`src/rtl/core_sequencer_if.sv`:
```
// Instruction, flag and memory-handshake bundle between the sequencer (master)
// and the core datapath (slave).
interface core_sequencer_if #(
  parameter int IR_WIDTH   = 16,
  parameter int FLAG_WIDTH = 4
);
  logic [IR_WIDTH-1:0]   ir_in;
  logic [IR_WIDTH-1:0]   ir_out;
  logic [FLAG_WIDTH-1:0] flags_in;
  logic [FLAG_WIDTH-1:0] flags_l;
  logic                  mem_req;
  logic                  mem_ready;

  modport master (
    input  ir_in, flags_in, mem_req, mem_ready,
    output ir_out, flags_l
  );

  modport slave (
    output ir_in, flags_in, mem_req, mem_ready,
    input  ir_out, flags_l
  );
endinterface

```
`src/rtl/core_sequencer.sv`:
```
// t16q phase/reset/debug sequencer: prescaled 4-phase instruction timing with
// memory wait states, reset-instruction injection, flag latching, halt and step.
module core_sequencer #(
  parameter int                  CLKDIV      = 0,
  parameter int                  IR_WIDTH    = 16,
  parameter int                  FLAG_WIDTH  = 4,
  parameter logic [IR_WIDTH-1:0] RESET_IR    = 16'h2F02,
  parameter int                  RESET_HOLD  = 2,
  parameter int                  COUNT_WIDTH = 32
) (
  input  logic                   clkin,
  input  logic                   reset,
  core_sequencer_if.master       bus,
  input  logic                   halt,
  input  logic                   step,
  output logic                   ph0,
  output logic                   ph1,
  output logic                   phase_en,
  output logic                   cycle_done,
  output logic                   reset_l,
  output logic                   halted,
  output logic                   stalled,
  output logic [COUNT_WIDTH-1:0] cycle_count
);

  localparam int              PW        = (CLKDIV > 0) ? CLKDIV : 1;
  localparam logic [PW-1:0]   PRESC_MAX = {PW{CLKDIV != 0}};
  localparam int              HW        = $clog2(RESET_HOLD + 1);
  localparam logic [HW-1:0]   HOLD_LAST = HW'(RESET_HOLD - 1);

  typedef enum logic [1:0] {S_RESET, S_RUN, S_WAIT, S_HALTED} state_t;

  state_t        state;
  logic [1:0]    phase;
  logic [PW-1:0] presc;
  logic [HW-1:0] hold_cnt;
  logic          rst_meta;
  logic          step_q;

  logic tick, wait_enter, advance, cyc_end, go_halt, step_rise;

  always_comb begin
    tick       = (state == S_RUN) && (presc == PRESC_MAX);
    wait_enter = tick && phase[0] && bus.mem_req && !bus.mem_ready;
    advance    = (tick && !wait_enter) || ((state == S_WAIT) && bus.mem_ready);
    cyc_end    = advance && (phase == 2'b11);
    go_halt    = cyc_end && !reset_l && halt;
    step_rise  = step && !step_q;
  end

  assign ph0        = phase[0];
  assign ph1        = phase[1];
  assign bus.ir_out = reset_l ? RESET_IR : bus.ir_in;

  // rst_meta is the first synchroniser stage; the RESET->RUN transition of the
  // state register acts as the second, so RUN is entered on the second edge.
  always_ff @(posedge clkin or negedge reset) begin
    if (!reset) begin
      state       <= S_RESET;
      phase       <= '0;
      presc       <= '0;
      hold_cnt    <= '0;
      rst_meta    <= 1'b0;
      step_q      <= 1'b0;
      phase_en    <= 1'b0;
      cycle_done  <= 1'b0;
      reset_l     <= 1'b1;
      halted      <= 1'b0;
      stalled     <= 1'b0;
      cycle_count <= '0;
      bus.flags_l <= '0;
    end else begin
      rst_meta   <= 1'b1;
      step_q     <= step;
      phase_en   <= advance;
      cycle_done <= cyc_end;

      if (advance) phase <= phase + 2'd1;
      if (advance && (phase == 2'b01)) bus.flags_l <= bus.flags_in;

      if (cyc_end) begin
        cycle_count <= cycle_count + 1'b1;
        if (reset_l) begin
          hold_cnt <= hold_cnt + 1'b1;
          if (hold_cnt == HOLD_LAST) reset_l <= 1'b0;
        end
      end

      // A stepped cycle needs no extra flag: it ends through the same
      // cycle-end halt check that returns to HALTED while halt is held.
      case (state)
        S_RESET: if (rst_meta) state <= S_RUN;
        S_RUN: begin
          if (wait_enter) begin
            state   <= S_WAIT;
            stalled <= 1'b1;
          end else begin
            presc <= tick ? '0 : presc + 1'b1;
            if (go_halt) begin
              state  <= S_HALTED;
              halted <= 1'b1;
            end
          end
        end
        S_WAIT: begin
          if (bus.mem_ready) begin
            presc   <= '0;
            stalled <= 1'b0;
            if (go_halt) begin
              state  <= S_HALTED;
              halted <= 1'b1;
            end else begin
              state <= S_RUN;
            end
          end
        end
        S_HALTED: begin
          if (!halt || step_rise) begin
            state  <= S_RUN;
            halted <= 1'b0;
          end
        end
        default: state <= S_RESET;
      endcase
    end
  end

endmodule

```
`src/flat_wrapper.sv`:
```
// flat-port wrapper written by rule: the top's interface ports become plain ports
module core_sequencer_flat 
#(
  parameter int                  CLKDIV      = 0,
  parameter int                  IR_WIDTH    = 16,
  parameter int                  FLAG_WIDTH  = 4,
  parameter logic [IR_WIDTH-1:0] RESET_IR    = 16'h2F02,
  parameter int                  RESET_HOLD  = 2,
  parameter int                  COUNT_WIDTH = 32
)
  (clkin, reset, halt, step, ph0, ph1, phase_en, cycle_done, reset_l, halted, stalled, cycle_count, bus_ir_in, bus_flags_in, bus_mem_req, bus_mem_ready, bus_ir_out, bus_flags_l);
  core_sequencer_if #(.IR_WIDTH(IR_WIDTH), .FLAG_WIDTH(FLAG_WIDTH)) bus_i ();
  input  logic clkin;
  input  logic reset;
  input  logic halt;
  input  logic step;
  output logic ph0;
  output logic ph1;
  output logic phase_en;
  output logic cycle_done;
  output logic reset_l;
  output logic halted;
  output logic stalled;
  output logic [COUNT_WIDTH-1:0] cycle_count;
  input wire logic [$bits(bus_i.ir_in)-1:0] bus_ir_in;
  input wire logic [$bits(bus_i.flags_in)-1:0] bus_flags_in;
  input wire logic [$bits(bus_i.mem_req)-1:0] bus_mem_req;
  input wire logic [$bits(bus_i.mem_ready)-1:0] bus_mem_ready;
  output wire logic [$bits(bus_i.ir_out)-1:0] bus_ir_out;
  output wire logic [$bits(bus_i.flags_l)-1:0] bus_flags_l;
  assign bus_i.ir_in = bus_ir_in;
  assign bus_i.flags_in = bus_flags_in;
  assign bus_i.mem_req = bus_mem_req;
  assign bus_i.mem_ready = bus_mem_ready;
  assign bus_ir_out = bus_i.ir_out;
  assign bus_flags_l = bus_i.flags_l;
  core_sequencer #(.CLKDIV(CLKDIV), .IR_WIDTH(IR_WIDTH), .FLAG_WIDTH(FLAG_WIDTH), .RESET_IR(RESET_IR), .RESET_HOLD(RESET_HOLD), .COUNT_WIDTH(COUNT_WIDTH)) u_core (.clkin(clkin), .reset(reset), .bus(bus_i), .halt(halt), .step(step), .ph0(ph0), .ph1(ph1), .phase_en(phase_en), .cycle_done(cycle_done), .reset_l(reset_l), .halted(halted), .stalled(stalled), .cycle_count(cycle_count));
endmodule
```
`config.mk`:
```
export PLATFORM = sky130hd
export DESIGN_NAME = core_sequencer_flat
export DESIGN_NICKNAME = d
export VERILOG_FILES = /design/src/rtl/core_sequencer_if.sv /design/src/rtl/core_sequencer.sv /design/src/flat_wrapper.sv
export SDC_FILE = /design/constraint.sdc
export NUM_CORES = 1
export LEC_CHECK = 0
export CAP_MARGIN = 15
export CORE_MARGIN = 2
export CORE_UTILIZATION = 50
export CTS_BUF_LIST = sky130_fd_sc_hd__clkbuf_4 sky130_fd_sc_hd__clkbuf_8
export CTS_CLUSTER_SIZE = 16
export DETAILED_ROUTE_END_ITERATION = 10
export PLACE_DENSITY = 0.88
export SLEW_MARGIN = 20
export SYNTH_ARGS = -nofsm -noshare
export SYNTH_HDL_FRONTEND = slang
export SYNTH_SLANG_ARGS = --single-unit
export TNS_END_PERCENT = 100
```
`constraint.sdc`:
```
create_clock -name clkin -period 5.66 [get_ports clkin]
set_input_delay 1.415 -clock clkin [delete_from_list [all_inputs] [get_ports clkin]]
set_output_delay 1.415 -clock clkin [all_outputs]
set_load 0.01 [all_outputs]
```
* Word level (Yosys, flattened, before mapping)
Cells that the tools add are included.
** Word-level totals
- Register bits :: 50
- Input bits :: 26
- Word-level logic and storage cells :: 77
** Operators by class
- $add $sub $neg :: 4
- Equal/unequal tests :: 12
- Muxes and demuxes :: 21
- Bitwise gates (word level) :: 1
- Reductions and logical operators :: 26
** Operators by type and width (count)
- $add A32 B1 Y32 const B :: 1
- $mux W16 :: 1
- $mux W2 :: 6
- $logic_and A1 B1 Y1 :: 11
- $mux W1 :: 10
- $pmux W2 S4 :: 1
- $reduce_and A4 Y1 :: 2
- $eq A2 B1 Y1 const B :: 3
- $eq A2 B2 Y1 const B :: 3
- $ne A2 B1 Y1 const B :: 3
- $reduce_and A3 Y1 :: 2
- $logic_not A1 Y1 :: 5
- $add A2 B1 Y2 const B :: 2
- $ne A2 B2 Y1 const B :: 2
- $pmux W1 S2 :: 2
- $ne A3 B1 Y1 const B :: 1
- $pmux W1 S3 :: 1
- $reduce_bool A3 Y1 :: 1
- $logic_not A2 Y1 :: 1
- $logic_or A1 B1 Y1 :: 2
- $reduce_and A2 Y1 :: 1
- $reduce_bool A2 Y1 :: 1
- $add A1 B1 Y1 const B :: 1
- $not A1 Y1 :: 1

* Logic depth before layout (Yosys ltp)
Gate-level depths: netlist of the first run.
- Depth in word-level cells :: 14
- Gate-level depth with buffers :: 7
- Mapped depth without buffers :: 7

* Worst setup path after synthesis of the first run
Ideal clock, no wire load.
- Kind :: input port to output port
- Start :: in bus_ir_in[10]
- End :: out bus_ir_out[10]
- Arrival time :: 1.703 ns
- Required time :: 4.245 ns
- Slack :: 2.542 ns
- Stages :: 1
- Path buffers :: 0
- Cell sequence :: or2_2
** On the way
- Word-level cells in the longest chain between the ends :: 1
** RTL lines
- from (decl) :: RTL line flat_wrapper.sv:25 : input wire logic [$bits(bus_i.ir_in)-1:0] bus_ir_in;
- $mux W16 :: RTL line core_sequencer.sv:53 : assign bus.ir_out = reset_l ? RESET_IR : bus.ir_in;
- to (decl) :: RTL line flat_wrapper.sv:29 : output wire logic [$bits(bus_i.ir_out)-1:0] bus_ir_out;
Every way passes these cells.

* Final worst setup path of the first run
- Start :: in bus_ir_in[9]
- End :: out bus_ir_out[9]
The elaborated chain is that of the path after synthesis.

==> metrics.txt, run 1 <==
initial core utilization 0.5141; M3 GR Usage 0.06584; status finished clean; Setup violations, final 0; Vias/cell 5.296; worst skew pair latency 0.30 ns; kind of critical path input pin to output port; Ant. Diodes 0; Pleak 1.482 nW; row count 25; CTS tree yes; Fmax achieved 251.6 MHz; CP max FO 1; Post-synth ARST share 1.000; IO Port Bufs 84; Syn Area/Cell 11.33 µm²; Post-CTS Hold Buffers 0; wire per inst 13.68 µm; Final Non-Filler Cells 358; post_cts resized 0; type of the most critical hold path register to register; Arrival @ worst endpoint 2.56 ns; I/O pin cnt 85; final number of hold-violating endpoints 0; clock skew 0.007100 ns; DIE HEIGHT 73.46 µm; number of global-route vias before repair 1,836; critical path required time 4.24 ns; WL final 4.898 mm; Worst-path clk slew 0.09 ns; total negative slack 0 ns; Cell variety after synth 40; post-CTS setup buffers 0; ys flop type dfrtp_1; H-tree levels 2; GRT busiest layer met2; Switching Fraction 0.3190; M2 GR Usage 0.3185; synthesized flop and latch total 50; pin slew with the least headroom to its limit 0.6097 ns; vias 1,896; Total GRT Usage 0.1925; initial antenna violation count 0; largest net degree at the start of global routing 51; Sw Pwr 0.0003583 W; post-synthesis sequential area ratio 0.5192; Max Buffers Root-to-Sink 2; Final Cycle Share 0.7023; CORE AREA 0.004692 mm²; HPWL after DPL 3.657 mm; Die Wd 73.46 µm; Post-synth EDFFs 0; startpoint types input pin; total global routing overflow 0; Post-DRT Antenna Nets 0; Slew HR 0.5935; Crit. End Element output port; DR iter-0 viols 46; max cap viols 0; residual DRC count 0; nets 338; Slew Limit Fails 0; Placed Instances 350; Initial DRT Pass Iterations 4; global-route wire length before repair 8.059 mm; area added between synthesis and finish 42.12%; peak supply drop 0.1803 mV; clock root cell clkbuf_8; syn_nets 248; total CTS buffers 5; GR Layer Usage met1 0.2395; sequential share of power 0.416; CTS sink cnt 50; Die ar. 0.005396 mm²; fraction of layout cells with a size suffix above 1 0.1086; YS warnings 0; combinational power share 0.356; P per Cell Area 327.6 mW/mm²; Netlist Area Pre-Place 0.002412 mm²; Final Critical Period 3.975 ns; GP Congestion 0.7988; RSZ-0062 raised after global routing no; Clock power frac 0.228; cell count after synthesis 213; cell internal pwr 0.0007649 W
-- flip-flops by register name, summed over array words and instances (netlist names) --
name and cells:
u_core.bus.flags_l 4, u_core.stalled 1, u_core.cycle_done 1, u_core.phase 2, u_core.state 2, u_core.cycle_count 32
u_core.hold_cnt 2, u_core.halted 1, u_core.presc 1, u_core.phase_en 1, u_core.reset_l 1, u_core.step_q 1
u_core.rst_meta 1
-- cells in the final DEF (no fill, tap or decap), drive strengths merged, types with 2 or more instances in the layout --
cell type      Yosys  final
ha                 9      9
nor3b              2      2
mux2               5      5
or2                6      6
clkdlybuf4s50      0     83
nor2b             12     12
dfrtp             49     49
and4               2      2
mux2i              2      2
nor2               7      7
a21oi              5      5
xor2               6      6
nand3             13     13
inv                7      7
nor3               2      2
and3               7      7
clkbuf             1      7
nor4               3      3
o21ai              4      4
xnor2             27     27
nand4             11     11
nand2             18     18
and2               4      4
-- cell type report --
type                       instances  area [µm²]
inverter                           7       26.28
tap                               54       67.56
multi-input combinational        155        1130
sequential                        50        1252
clock inverter                     1       30.03
clock buffer                       7       83.83
timing repair buffer              84       838.3
fill                             346        1264
-- final timing paths --
| check | startpoint | to | slack (ns) | cells after the start |
|---|---|---|---|---|
| max | bus_ir_in[9] | bus_ir_out[9] | 1.69 | 3 |
| min | u_core.cycle_count[31] | u_core.cycle_count[31] | 0.48 | 1 |
| max reg2reg | u_core.state[1] | u_core.bus.flags_l[2] | 3.40 | 7 |
| min reg2reg | u_core.cycle_count[31] | u_core.cycle_count[31] | 0.48 | 1 |
| max in group asynchronous | reset | u_core.state[1] | 4.12 | 1 |
| min in group asynchronous | reset | u_core.cycle_count[14] | 1.12 | 1 |
-- power by group through the flow --
stage          registers [W]  logic [W]  clock network (W)
3_3_place_gp        0.000472   0.000393                  0
3_5_place_dp        0.000475   0.000402                  0
6_report            0.000467   0.000400           0.000256
5_1_grt             0.000477   0.000442           0.000274
2_1_floorplan       0.000490   0.000195                  0
4_1_cts             0.000468   0.000404           0.000261
-- kinds of logic after synthesis --
family	count (synthesis)	synth area share
mux	7	0.03164
other cells	1	0.001555
flops	50	0.5192
simple gates	91	0.2334
xor+xnor	33	0.1198
buf+inv	8	0.01245
compound gates	14	0.03528
fa+ha+maj	9	0.04668
-- routing by layer --
metal  part of all wire  wire, µm
met4              0.012        58
met3              0.080       390
met2               0.49      2395
met1               0.42      2053
met5                  0         0
-- synth_stat cells (3+ instances only) --
cell type,instances,area (µm²)
nand4_1,10,62.56
nand2_1,18,67.56
and3_2,3,22.52
and3_1,4,25.02
a21oi_1,4,20.02
or2_2,6,37.54
ha_1,9,112.6
o21ai_0,4,20.02
nor2_1,6,22.52
xor2_1,6,52.55
inv_1,7,26.28
xnor2_1,27,236.5
and2_1,3,18.77
mux2_2,5,56.30
dfrtp_1,49,1226
nand3_1,13,65.06
nor2b_1,12,75.07
-- critical path: stages --
cell and delay [ns]:
clkdlybuf4s50_1 0.40, or2_2 0.27, clkdlybuf4s50_1 0.48
-- per-stage QoR --
step,power [W],hold WS (ns),worst slack (ns),utilization,area [µm²]
after floorplan,0.0006852,0.4528,2.542,-,2412
after global placement,0.0008652,0.4577,1.688,0.7059,3312
after detailed placement,0.0008771,0.4717,1.682,0.7059,3312
after CTS,0.001133,0.4863,1.675,0.7301,3426
after global routing,0.001193,0.5122,1.633,0.7307,3428
final,0.001123,0.4800,1.685,0.7307,3428
Note: power is estimated with default switching activity, not from simulation.
==> run 2: changes to the inputs <==
- CORE_UTILIZATION: 50 -> 42
- PLACE_DENSITY: 0.88 -> 0.78
- clock period: 5.66 -> 3.3 ns (I/O delays scaled with it)
==> run 2 against run 1 <==
Compared with the run above:
- flip-flop and latch count stayed put
- utilization is 11 points lower
- setup slack worse by 1.2 ns
- routed wire length is 4.6% higher
- die area is 18% higher
- first-iteration DRC count is 91% higher
- sequential power is 71% higher
- power is 68% higher
- critical endpoint is now bus_ir_out[10]
==> metrics.txt, run 2 (same netlist as run 1, synthesis figures left out) <==
Arrival @ worst endpoint 1.98 ns (-0.58 ns); Metal-1 WL 2.156 mm (+5.0%); Top Layer Used met4; wire per inst 13.59 µm (-0.70%); CP max FO 1 (unchanged); Final Non-Filler Cells 377 (+5.3%); HPWL after DPL 3.896 mm (+6.5%); pin slew with the least headroom to its limit 0.6198 ns (+0.01008 ns); clock root cell clkbuf_8; Max Buffers Root-to-Sink 2 (unchanged); Die ar. 0.006366 mm² (+18%); Vias/cell 4.966 (-6.2%); post-CTS setup buffers 0 (unchanged); post_cts resized 0 (unchanged); RSZ-0062 raised after global routing no; Worst-path clk slew 0.09 ns (about the same); Final Critical Period 2.807 ns; Initial DRT Pass Iterations 4 (unchanged); type of the most critical hold path register to register; vias 1,872 (-1.3%); Slew Limit Fails 0 (unchanged); area added between synthesis and finish 43.10%; Setup Slack @ Placement 0.4797 ns (-1.203 ns); leading cell type in the layout, fill and taps excluded clkdlybuf4s50_1; combinational power share 0.364 (+0.008); startpoint types input pin; Die Wd 79.79 µm (+8.6%); total negative slack 0 ns (unchanged); Placed Instances 369 (+5.4%); H-tree levels 2 (unchanged); met3 WL post-DR 311 µm (-20%); status finished clean; critical path required time 2.47 ns (-1.77 ns); number of global-route vias before repair 1,899 (+3.4%); most frequent cells in the layout clkdlybuf4s50_1, dfrtp_1, xnor2_1; Slew HR 0.5868 (-0.006717); Most flops, register u_core.cycle_count; IO Port Bufs 84 (unchanged); I/O pin cnt 85 (unchanged); total global routing overflow 0 (unchanged); Total GRT Usage 0.1738 (-0.01867); Pleak 1.485 nW (+0.15%); row count 27 (+8.0%); worst skew pair latency 0.29 ns (about the same); peak supply drop 0.2375 mV (+32%); Fmax achieved 356.2 MHz; kind of critical path input pin to output port; final number of hold-violating endpoints 0 (unchanged); largest net degree at the start of global routing 29 (-43%); max FFs per register 32 (unchanged); cell internal pwr 0.001281 W (+67%); Clock power frac 0.213 (-0.015); CTS tree yes; Switching Fraction 0.3224 (+0.003346); Sw Pwr 0.0006093 W (+70%); Post-DRT Antenna Nets 0 (unchanged); Pwr Total 0.001890 W (+68%); P per Cell Area 547.5 mW/mm² (+67%); Layout fillers 484 (+40%); Setup violations, final 0 (unchanged); DIE HEIGHT 79.79 µm (+8.6%); CTS sink cnt 50 (unchanged); CORE AREA 0.005540 mm² (+18%); global-route wire length before repair 8.680 mm (+7.7%); Ant. Diodes 0 (unchanged); Post-CTS Hold Buffers 0 (unchanged); clock skew 0.006199 ns (-0.0009004 ns); total CTS buffers 5 (unchanged); sequential share of power 0.423 (+0.007); fraction of layout cells with a size suffix above 1 0.1115 (+0.002923); max cap viols 0 (unchanged); DR iter-0 viols 88 (+91%); initial antenna violation count 0 (unchanged); initial core utilization 0.4354 (-0.07872); Largest regs u_core.cycle_count: 32 flops, u_core.bus.flags_l: 4 flops; GP Congestion 0.7590 (-5.0%); Crit. End Element output port; residual DRC count 0 (unchanged); Final Cycle Share 0.8506; WL final 5.122 mm (+4.6%); nets 339 (+0.30%); WL met2 2.616 mm (+9.2%); final worst slack 0.4929 ns (-1.192 ns)
## run 2: path summary, 6_finish.rpt
| kind | from | end | slack, ns | cells past startpoint |
|---|---|---|---|---|
| worst min register to register | u_core.cycle_count[31] | u_core.cycle_count[31] | 0.47 | 1 |
| worst max register to register | u_core.state[1] | u_core.bus.flags_l[3] | 1.03 | 7 |
| max in group asynchronous | reset | u_core.cycle_count[26] | 2.03 | 2 |
| min in group asynchronous | reset | u_core.cycle_count[3] | 0.54 | 1 |
| worst min-delay path | u_core.cycle_count[31] | u_core.cycle_count[31] | 0.47 | 1 |
| worst max-delay path | bus_ir_in[10] | bus_ir_out[10] | 0.49 | 3 |
## run 2: routing by layer
layer,global-route usage,up-vias
li1,-,909
met4,0.04068,0
met5,0,-
met1,0.2201,895
met2,0.2933,64
met3,0.05204,4
## run 2: cell type report
type,instances,area [µm²],area share
Sequential cell,50,1252,0.3628
Multi-Input combinational cell,155,1130,0.3273
Timing Repair Buffer,85,843.3,0.2443
Clock buffer,8,110.1,0.03190
Tap cell,72,90.09,0.02610
Inverter,7,26.28,0.007611
## run 2: power groups by stage
stage / clock network [W] / registers (W) / logic [W]
3_3_place_gp: 0 / 0.000811 / 0.000680
2_1_floorplan: 0 / 0.000840 / 0.000335
5_1_grt: 0.000447 / 0.000820 / 0.000767
3_5_place_dp: 0 / 0.000815 / 0.000696
4_1_cts: 0.000414 / 0.000804 / 0.000700
6_report: 0.000403 / 0.000800 / 0.000687
## run 2: metrics by stage
stage                     hold WS, ns  utilization  instance area, µm²
final                          0.4708       0.6231                3452
after global routing           0.4874       0.6231                3452
after CTS                      0.4773       0.6231                3452
after detailed placement       0.4652       0.6032                3342
after global placement         0.4620       0.6032                3342
after floorplan                0.4528            -                2412
## run 2: worst max-delay path: stages
cell             delay [ns]
clkdlybuf4s50_1        0.40
or2_2                  0.27
clkdlybuf4s50_1        0.48
==> run 3: changes to the inputs <==
- SLEW_MARGIN: 20 -> 40
==> results of run 3 <==
Final layout, timing and power as in run 2 (identical DEF).
